## config.mk

```make
export PLATFORM = sky130hd
export DESIGN_NAME = instruction_fetch
export DESIGN_NICKNAME = d
export VERILOG_FILES = /design/src/rtl/instruction_fetch_pkg.sv /design/src/rtl/instruction_fetch.sv
export SDC_FILE = /design/constraint.sdc
export NUM_CORES = 1
export LEC_CHECK = 0
export ABC_AREA = 0
export CORE_MARGIN = 2
export CORE_UTILIZATION = 25
export CTS_CLUSTER_DIAMETER = 50
export DETAILED_ROUTE_END_ITERATION = 6
export PLACE_DENSITY = 0.53
export SYNTH_ARGS = -nofsm -noshare
export SYNTH_HDL_FRONTEND = slang
export SYNTH_SLANG_ARGS = --single-unit
```

## constraint.sdc

```tcl
create_clock -name clock -period 1.45 [get_ports clock]
set_input_delay 0.29 -clock clock [delete_from_list [all_inputs] [get_ports clock]]
set_output_delay 0.29 -clock clock [all_outputs]
set_load 0.01 [all_outputs]
```

## src/rtl/instruction_fetch_pkg.sv

```systemverilog
// Purpose: shared fetch constants (reset PC, NOP word) and fetch FSM state encoding.
// Latency: n/a (declarations only).
// Backpressure: n/a.
package instruction_fetch_pkg;

   localparam logic [31:0] INITIAL_PC            = 32'h0000_0000;
   localparam logic [31:0] FETCH_NOP_INSTRUCTION = 32'h0000_0013;

   typedef enum logic [1:0] {
      FETCH_REQUEST   = 2'd0,
      FETCH_WAIT_RESP = 2'd1,
      FETCH_HOLD      = 2'd2,
      FETCH_DISCARD   = 2'd3
   } fetch_state_t;

endpackage

```

## src/rtl/instruction_fetch.sv

```systemverilog
// Purpose: single-outstanding instruction fetch with an inline output holding register.
// Latency: imem response to out_valid is 1 cycle; held output may refetch back-to-back.
// Backpressure: out_ready low holds the output stable and blocks new requests; imem_req_ready stalls requests.
module instruction_fetch
   import instruction_fetch_pkg::*;
#(
   parameter logic [31:0] NOP_INSTRUCTION = FETCH_NOP_INSTRUCTION
) (
   input  logic        clock,
   input  logic        reset,
   input  logic [31:0] pc,
   output logic        pc_write_enable,
   output logic        imem_req_valid,
   input  logic        imem_req_ready,
   output logic [31:0] imem_req_address,
   input  logic        imem_resp_valid,
   input  logic [31:0] imem_resp_data,
   input  logic        redirect,
   output logic        out_valid,
   input  logic        out_ready,
   output logic [31:0] out_instruction,
   output logic [31:0] out_pc,
   output logic        out_misaligned
);

   fetch_state_t state_q, state_d;
   logic         out_valid_q, out_valid_d;
   logic [31:0]  out_instruction_q, out_instruction_d;
   logic [31:0]  out_pc_q, out_pc_d;
   logic         out_misaligned_q, out_misaligned_d;
   logic [31:0]  req_pc_q, req_pc_d;

   logic pc_aligned;
   logic fire;

   // Request channel: only issue when the output slot is (or is about to be) free and the PC is aligned.
   always_comb begin
      pc_aligned       = (pc[1:0] == 2'b00);
      imem_req_address = {pc[31:2], 2'b00};
      imem_req_valid   = !reset && !redirect && pc_aligned &&
                         ((state_q == FETCH_REQUEST) || ((state_q == FETCH_HOLD) && out_ready));
      fire             = imem_req_valid && imem_req_ready;
      pc_write_enable  = !reset && (fire || redirect);
   end

   // Next-state and holding-register update.
   always_comb begin
      state_d           = state_q;
      out_valid_d       = out_valid_q;
      out_instruction_d = out_instruction_q;
      out_pc_d          = out_pc_q;
      out_misaligned_d  = out_misaligned_q;
      req_pc_d          = req_pc_q;
      unique case (state_q)
         FETCH_REQUEST: begin
            if (!redirect) begin
               if (fire) begin
                  req_pc_d = pc;
                  state_d  = FETCH_WAIT_RESP;
               end else if (!pc_aligned) begin
                  // Misaligned PC becomes a flagged NOP so decode can raise the fault in order.
                  out_valid_d       = 1'b1;
                  out_instruction_d = NOP_INSTRUCTION;
                  out_pc_d          = pc;
                  out_misaligned_d  = 1'b1;
                  state_d           = FETCH_HOLD;
               end
            end
         end
         FETCH_WAIT_RESP: begin
            if (redirect) begin
               // A same-cycle response is simply dropped; otherwise the late beat must be swallowed.
               state_d = imem_resp_valid ? FETCH_REQUEST : FETCH_DISCARD;
            end else if (imem_resp_valid) begin
               out_valid_d       = 1'b1;
               out_instruction_d = imem_resp_data;
               out_pc_d          = req_pc_q;
               out_misaligned_d  = 1'b0;
               state_d           = FETCH_HOLD;
            end
         end
         FETCH_HOLD: begin
            if (redirect) begin
               out_valid_d = 1'b0;
               state_d     = FETCH_REQUEST;
            end else if (out_ready) begin
               out_valid_d = 1'b0;
               if (fire) begin
                  req_pc_d = pc;
                  state_d  = FETCH_WAIT_RESP;
               end else begin
                  state_d = FETCH_REQUEST;
               end
            end
         end
         FETCH_DISCARD: begin
            // The stale beat is consumed even if another redirect lands in the same cycle,
            // since no further beat is owed and waiting would deadlock.
            if (imem_resp_valid) begin
               state_d = FETCH_REQUEST;
            end
         end
         default: state_d = FETCH_REQUEST;
      endcase
   end

   // State and holding-register flops with synchronous reset.
   always_ff @(posedge clock) begin
      if (reset) begin
         state_q           <= FETCH_REQUEST;
         out_valid_q       <= 1'b0;
         out_instruction_q <= NOP_INSTRUCTION;
         out_pc_q          <= 32'h0;
         out_misaligned_q  <= 1'b0;
         req_pc_q          <= 32'h0;
      end else begin
         state_q           <= state_d;
         out_valid_q       <= out_valid_d;
         out_instruction_q <= out_instruction_d;
         out_pc_q          <= out_pc_d;
         out_misaligned_q  <= out_misaligned_d;
         req_pc_q          <= req_pc_d;
      end
   end

   assign out_valid       = out_valid_q;
   assign out_instruction = out_instruction_q;
   assign out_pc          = out_pc_q;
   assign out_misaligned  = out_misaligned_q;

   // A response is only legal while a request is outstanding or being discarded.
   a_resp_only_when_expected: assert property (@(posedge clock) disable iff (reset)
      imem_resp_valid |-> ((state_q == FETCH_WAIT_RESP) || (state_q == FETCH_DISCARD)))
      else $error("imem response while no request outstanding");

   // The PC register must never advance past a misaligned PC on its own.
   a_no_misaligned_advance: assert property (@(posedge clock) disable iff (reset)
      (pc_write_enable && !redirect) |-> (pc[1:0] == 2'b00))
      else $error("pc_write_enable on misaligned pc");

endmodule

```

-- Word level (Yosys, flattened, before mapping)
Cells that the tools add are included.
- flip-flop bits (word level): 100
- output and inout bits: 100
- word-level logic and storage cells: 78
- equality and inequality tests: 14
- muxes and demuxes: 39
- reduce and logical (&&, ||, !) cells: 19
- operators by type and width (cell ; count):
    32-bit two-way mux ; 14
    32-bit case mux with 2 select lines ; 3
    2-bit two-way mux ; 9
    2-bit inequality test (second input constant) ; 8
    1-bit two-way mux ; 10
    3-bit inequality test (second input constant) ; 3
    2-bit case mux with 4 select lines ; 1
    7-bit AND reduction ; 1
    1-bit logical AND ; 6
    6-bit AND reduction ; 1
    5-bit AND reduction ; 1
    2-bit equality test (second input constant) ; 2
    2-bit zero test ; 2
    4-bit AND reduction ; 1
    2-bit nonzero test ; 2
    1-bit case mux with 3 select lines ; 1
    3-bit nonzero test ; 1
    2-bit by 1-bit equality test with 1-bit output (second input constant) ; 1
    1-bit zero test ; 2
    1-bit logical OR ; 2
    1-bit case mux with 2 select lines ; 1

-- Depth between registers and ports, before layout
- depth after elaboration: 9
- gate-level depth with buffers: 7
- depth with buffers taken out: 4

-- Worst setup path after synthesis
OpenSTA, ideal clock, no wires.
- kind: input to output
- start: input port redirect
- end: output port pc_write_enable
- arrival time: 1.267 ns
- data required time: 1.160 ns
- setup slack: -0.107 ns
- stages on the path: 6
- cell sequence: buf_2 nor3_2 o2111a_1 buf_2 nor2_1 nor2_1
- word-level cells in the longest chain between the ends: 7
- RTL lines (item ; line ; source):
    from (decl) ; instruction_fetch.sv:18 ; input logic redirect,
    1-bit zero test ; n/a ;
    1-bit logical AND (3 in series) ; instruction_fetch.sv:40 ; imem_req_valid = !reset && !redirect && pc_aligned &&
    1-bit logical AND ; instruction_fetch.sv:42 ; fire = imem_req_valid && imem_req_ready;
    1-bit logical OR * ; instruction_fetch.sv:43 ; pc_write_enable = !reset && (fire || redirect);
    1-bit logical AND * ; instruction_fetch.sv:43 ;
    to (decl) ; instruction_fetch.sv:12 ; output logic pc_write_enable,
Mark *: on every way between the ends. The rest lies on a longest branch, timed or not.

-- Worst setup path after layout
- start: register state_q[0]
- end: register out_instruction_q[15], in the netlist out_instruction[15]
- word-level cells in the longest chain between the ends: 7
- RTL lines (item ; line ; source):
    from (decl) ; instruction_fetch.sv:26 ; fetch_state_t state_q, state_d;
    from (signal assigned) ; instruction_fetch.sv:117 ; state_q <= state_d;
    2-bit equality test ; instruction_fetch.sv:41 ; ((state_q == FETCH_REQUEST) || ((state_q == FETCH_HOLD) && out_ready));
    1-bit logical AND ; instruction_fetch.sv:41 ;
    1-bit logical OR ; instruction_fetch.sv:41 ;
    1-bit logical AND ; instruction_fetch.sv:40 ;
    1-bit logical AND ; instruction_fetch.sv:42 ;
    2-bit inequality test (no line) ; n/a ;
    6-bit AND reduction (no line) ; n/a ;
    to (signal assigned) ; instruction_fetch.sv:119 ; out_instruction_q <= out_instruction_d;
    to (decl) ; instruction_fetch.sv:28 ; logic [31:0] out_instruction_q, out_instruction_d;
Parallel ways exist; a longest one is shown, timed or not.
A chain may end at the register's enable or synchronous reset.

==> impl_results.rst <==
.. list-table::
   :header-rows: 1

   * - Metric
     - Value
   * - Result of the run
     - finished, violations left
   * - Violated checks
     - setup timing
   * - Buffer cell driving the clock tree root
     - clkbuf_16
   * - Syn-to-layout area delta
     - 70.5%
   * - Final Cycle Share
     - 115%
   * - Netlist area before placement
     - 0.00423 sq mm
   * - Placement-stage worst setup slack
     - -802 ps
   * - Area of the die
     - 0.0180 sq mm
   * - Iteration-0 DRC Markers
     - 103
   * - Worst reg-to-reg setup slack
     - -220 ps
   * - Most repeated cell in the gate-level netlist after synthesis
     - dfxtp_1
   * - Data arrival at the endpoint of the critical path
     - 1870 ps
   * - Most numerous cell types in the synthesized netlist
     - dfxtp_1 (100), nand2_1 (89), a21oi_1 (61)
   * - #FFs+latches synth
     - 100
   * - Reg-to-Reg End
     - out_instruction[15]
   * - Crit path setup slack, layout
     - -216 ps
   * - Average routed wire per standard cell
     - 14.7 um
   * - Residual DRC
     - 0
   * - Share of layout cells above drive strength 1
     - 28.3%
   * - Minimum clock period after layout
     - 1670 ps
   * - Routed vias
     - 4070
   * - Tightest slew margin relative to the limit
     - 49.9%
   * - Row count
     - 47
   * - Transition at the pin with the smallest max-transition slack
     - 751 ps
   * - Count of cells along the worst register-to-register path
     - 7
   * - Vias per cell
     - 4.55
   * - GPL Wtd Cong
     - 0.819
   * - Total track usage
     - 13.5%
   * - Worst vdd rail ir drop
     - 0.679 mV
   * - Fmax
     - 600 MHz
   * - Final hold violation count
     - 0
   * - Synth cell types
     - 33
   * - Total number of clock tree sinks
     - 100
   * - Worst Setup End Kind
     - register
   * - RSZ-0062 raised after global routing
     - true
   * - Leading cell types by total area after synthesis
     - dfxtp_1 (47%), nand2_1 (7.9%), mux2i_1 (7.8%)
   * - Data required time at the worst endpoint
     - 1650 ps
   * - Max Fanout on Critical Path
     - 27
   * - Total Routed Length
     - 13200 um
   * - Register area share after synthesis
     - 47.3%
   * - Source-to-sink clock delay at the later pin of the worst-skew pair
     - 350 ps
   * - Wire length of the first global-routing pass
     - 19500 um
   * - Largest area contributor in the synthesized netlist
     - dfxtp_1
   * - Width of the die
     - 134 um
   * - Maximum clock skew at final layout
     - 5.97 ps
   * - Dominant register cell in the synthesized netlist
     - dfxtp_1
   * - Initial standard-cell utilization of the core
     - 25.5%
   * - Accumulated negative setup slack
     - -11380 ps
   * - Tightest Hold Check Type
     - reg2reg
   * - Final core occ
     - 43.5%
   * - Overflow left after global routing
     - 0
   * - Pin count of the biggest net entering global routing
     - 61
   * - Cell Area, Placed
     - 0.00630 sq mm
   * - # placed instances
     - 860
   * - Worst setup path startpoint
     - state_q[0]
   * - Critical path destination
     - out_instruction[15]
   * - Critical Setup Path Class
     - reg2reg
   * - Diodes inserted
     - 0
   * - Share of flip-flops with an asynchronous set or reset after synthesis
     - 0%
   * - Yosys warning total
     - 0
   * - Final ANT Viol Nets
     - 0
   * - Total power density per cell area
     - 958 mW/mm^2
   * - CTS max path bufs
     - 2
   * - Clock-pin slew on the worst setup and hold paths
     - 70 ps
   * - CTS buffer count
     - 9
   * - TritonCTS clock tree
     - done
   * - Leak Pwr
     - 3.09 nW
   * - Detail Placement HPWL
     - 8280 um
   * - Non-filler cells in the finished layout
     - 895
   * - # hold bufs at CTS
     - 0
   * - Vias in the first global route
     - 3754
   * - R2r startpoint
     - state_q[0]
   * - Count of pins on the block boundary
     - 170
   * - Number of instances in the synthesized netlist
     - 486
   * - Number of input and output port buffers inserted
     - 167
   * - Proportion of netlist area held by the largest area contributor
     - 47.3%
   * - Mean Syn Cell Area
     - 8.71 sq um
   * - Setup violations, final
     - 69
   * - H-tree levels
     - 3
   * - Number of antenna violations at the first check in global routing
     - 0
   * - Number of nets in the layout
     - 740
   * - DIE HEIGHT
     - 134 um
   * - Number of pins with negative max-slew slack in the final report
     - 0
   * - Post-synth EDFFs
     - 0
   * - Total core area
     - 0.0166 sq mm
   * - Number of optimization iterations in the first detailed-route pass
     - 4
   * - Crit start category
     - register
   * - Count of max-cap constraint violations
     - 0
   * - Final instance area
     - 0.00721 sq mm
==> sequential cells by signal, indices dropped and copies added, names as in the netlist <==
register / count
out_pc: 32
state_q: 2
out_instruction: 32
req_pc_q: 32
out_valid: 1
out_misaligned: 1
==> critical path, cell delays in order, from the launching register on <==
cell     delay [ps]
dfxtp_4         370
buf_4           150
buf_16          140
o311a_4         370
buf_12          160
buf_16          150
nand3_1         110
a21oi_2          60
==> how the worst min path moves through the flow <==
stage	start	end	slack [ps]	depth (start not counted)
floorplan	pc[10]	req_pc_q[10]	430	2
global placement	out_instruction[6]	out_instruction[6]	440	2
detailed placement	out_instruction[3]	out_instruction[3]	440	2
CTS	out_instruction[3]	out_instruction[3]	450	2
global route	out_instruction[23]	out_instruction[23]	470	2
finish	out_instruction[3]	out_instruction[3]	450	2
==> power by group <==
group | switching (mW) | total, mW | internal (mW) | leakage (nW)
clock network | 1.07 | 2.64 | 1.57 | 0.152
logic | 0.621 | 1.34 | 0.716 | 2.12
registers | 0.0841 | 2.93 | 2.85 | 0.815
==> cell usage in the layout, fill, tap and decap left out, drive strengths merged <==
cell type      instances
nor2                  42
buf                   75
a21oi                 61
clkinvlp               2
a211oi                34
o311a                  1
xor2                   1
nor3b                  2
clkbuf                14
dfxtp                100
bufinv                 2
nor3                   5
o2111a                 1
o21ai                  2
o21bai                 3
bufbuf                 1
and3                   1
clkdlybuf4s50         65
nand2b                 1
a21o                   1
conb                   2
o2111ai                1
nand3                 29
a2111oi                1
mux2i                 33
dlygate4sd2           99
o41ai                  1
a221oi                 1
nand2                 90
o211a                  1
o311ai                 1
inv                    2
==> stage by stage <==
step | total power [mW] | hold slack [ps]
after floorplan | 3.47 | 426
after global placement | 4.11 | 438
after detailed placement | 4.12 | 443
after CTS | 6.86 | 450
after global routing | 7.21 | 468
final | 6.91 | 450
==> per-layer routing <==
metal  track usage, %  wire length, um
met2             22.6             6290
met1             16.7             5960
met3             3.78              749
met4             4.91              197
met5                0                0
==> what timing repair did <==
action,in CTS,in global routing
endpoints found under the setup margin,195,99
resized for setup,159,65
pin swaps,11,4
setup buffers,5,9
gates cloned,2,4
==> cell type report <==
| type | count | area, sq um |
|---|---|---|
| fill | 1616 | 9370 |
| timing repair buffer | 243 | 2370 |
| multi-input combinational | 315 | 2230 |
| sequential | 100 | 2010 |
| tap | 220 | 275 |
| clock buffer | 11 | 243 |
| clock inverter | 5 | 83.8 |
| inverter | 1 | 3.75 |
==> kinds of logic (layout without fill, tap and decap cells) <==
| family | Yosys count | in the layout | synth area share [%] |
|---|---|---|---|
| DFF | 100 | 100 | 47.3 |
| other | 1 | 2 | 0.0886 |
| buffers and inverters | 72 | 260 | 10.4 |
| xor gates and xnor gates | 1 | 1 | 0.207 |
| and+or+nand+nor | 170 | 170 | 16.7 |
| AOI/OAI and AO/OA | 109 | 109 | 17.5 |
| muxes | 33 | 33 | 7.81 |
No activity file was read; power rests on OpenSTA's default activity.
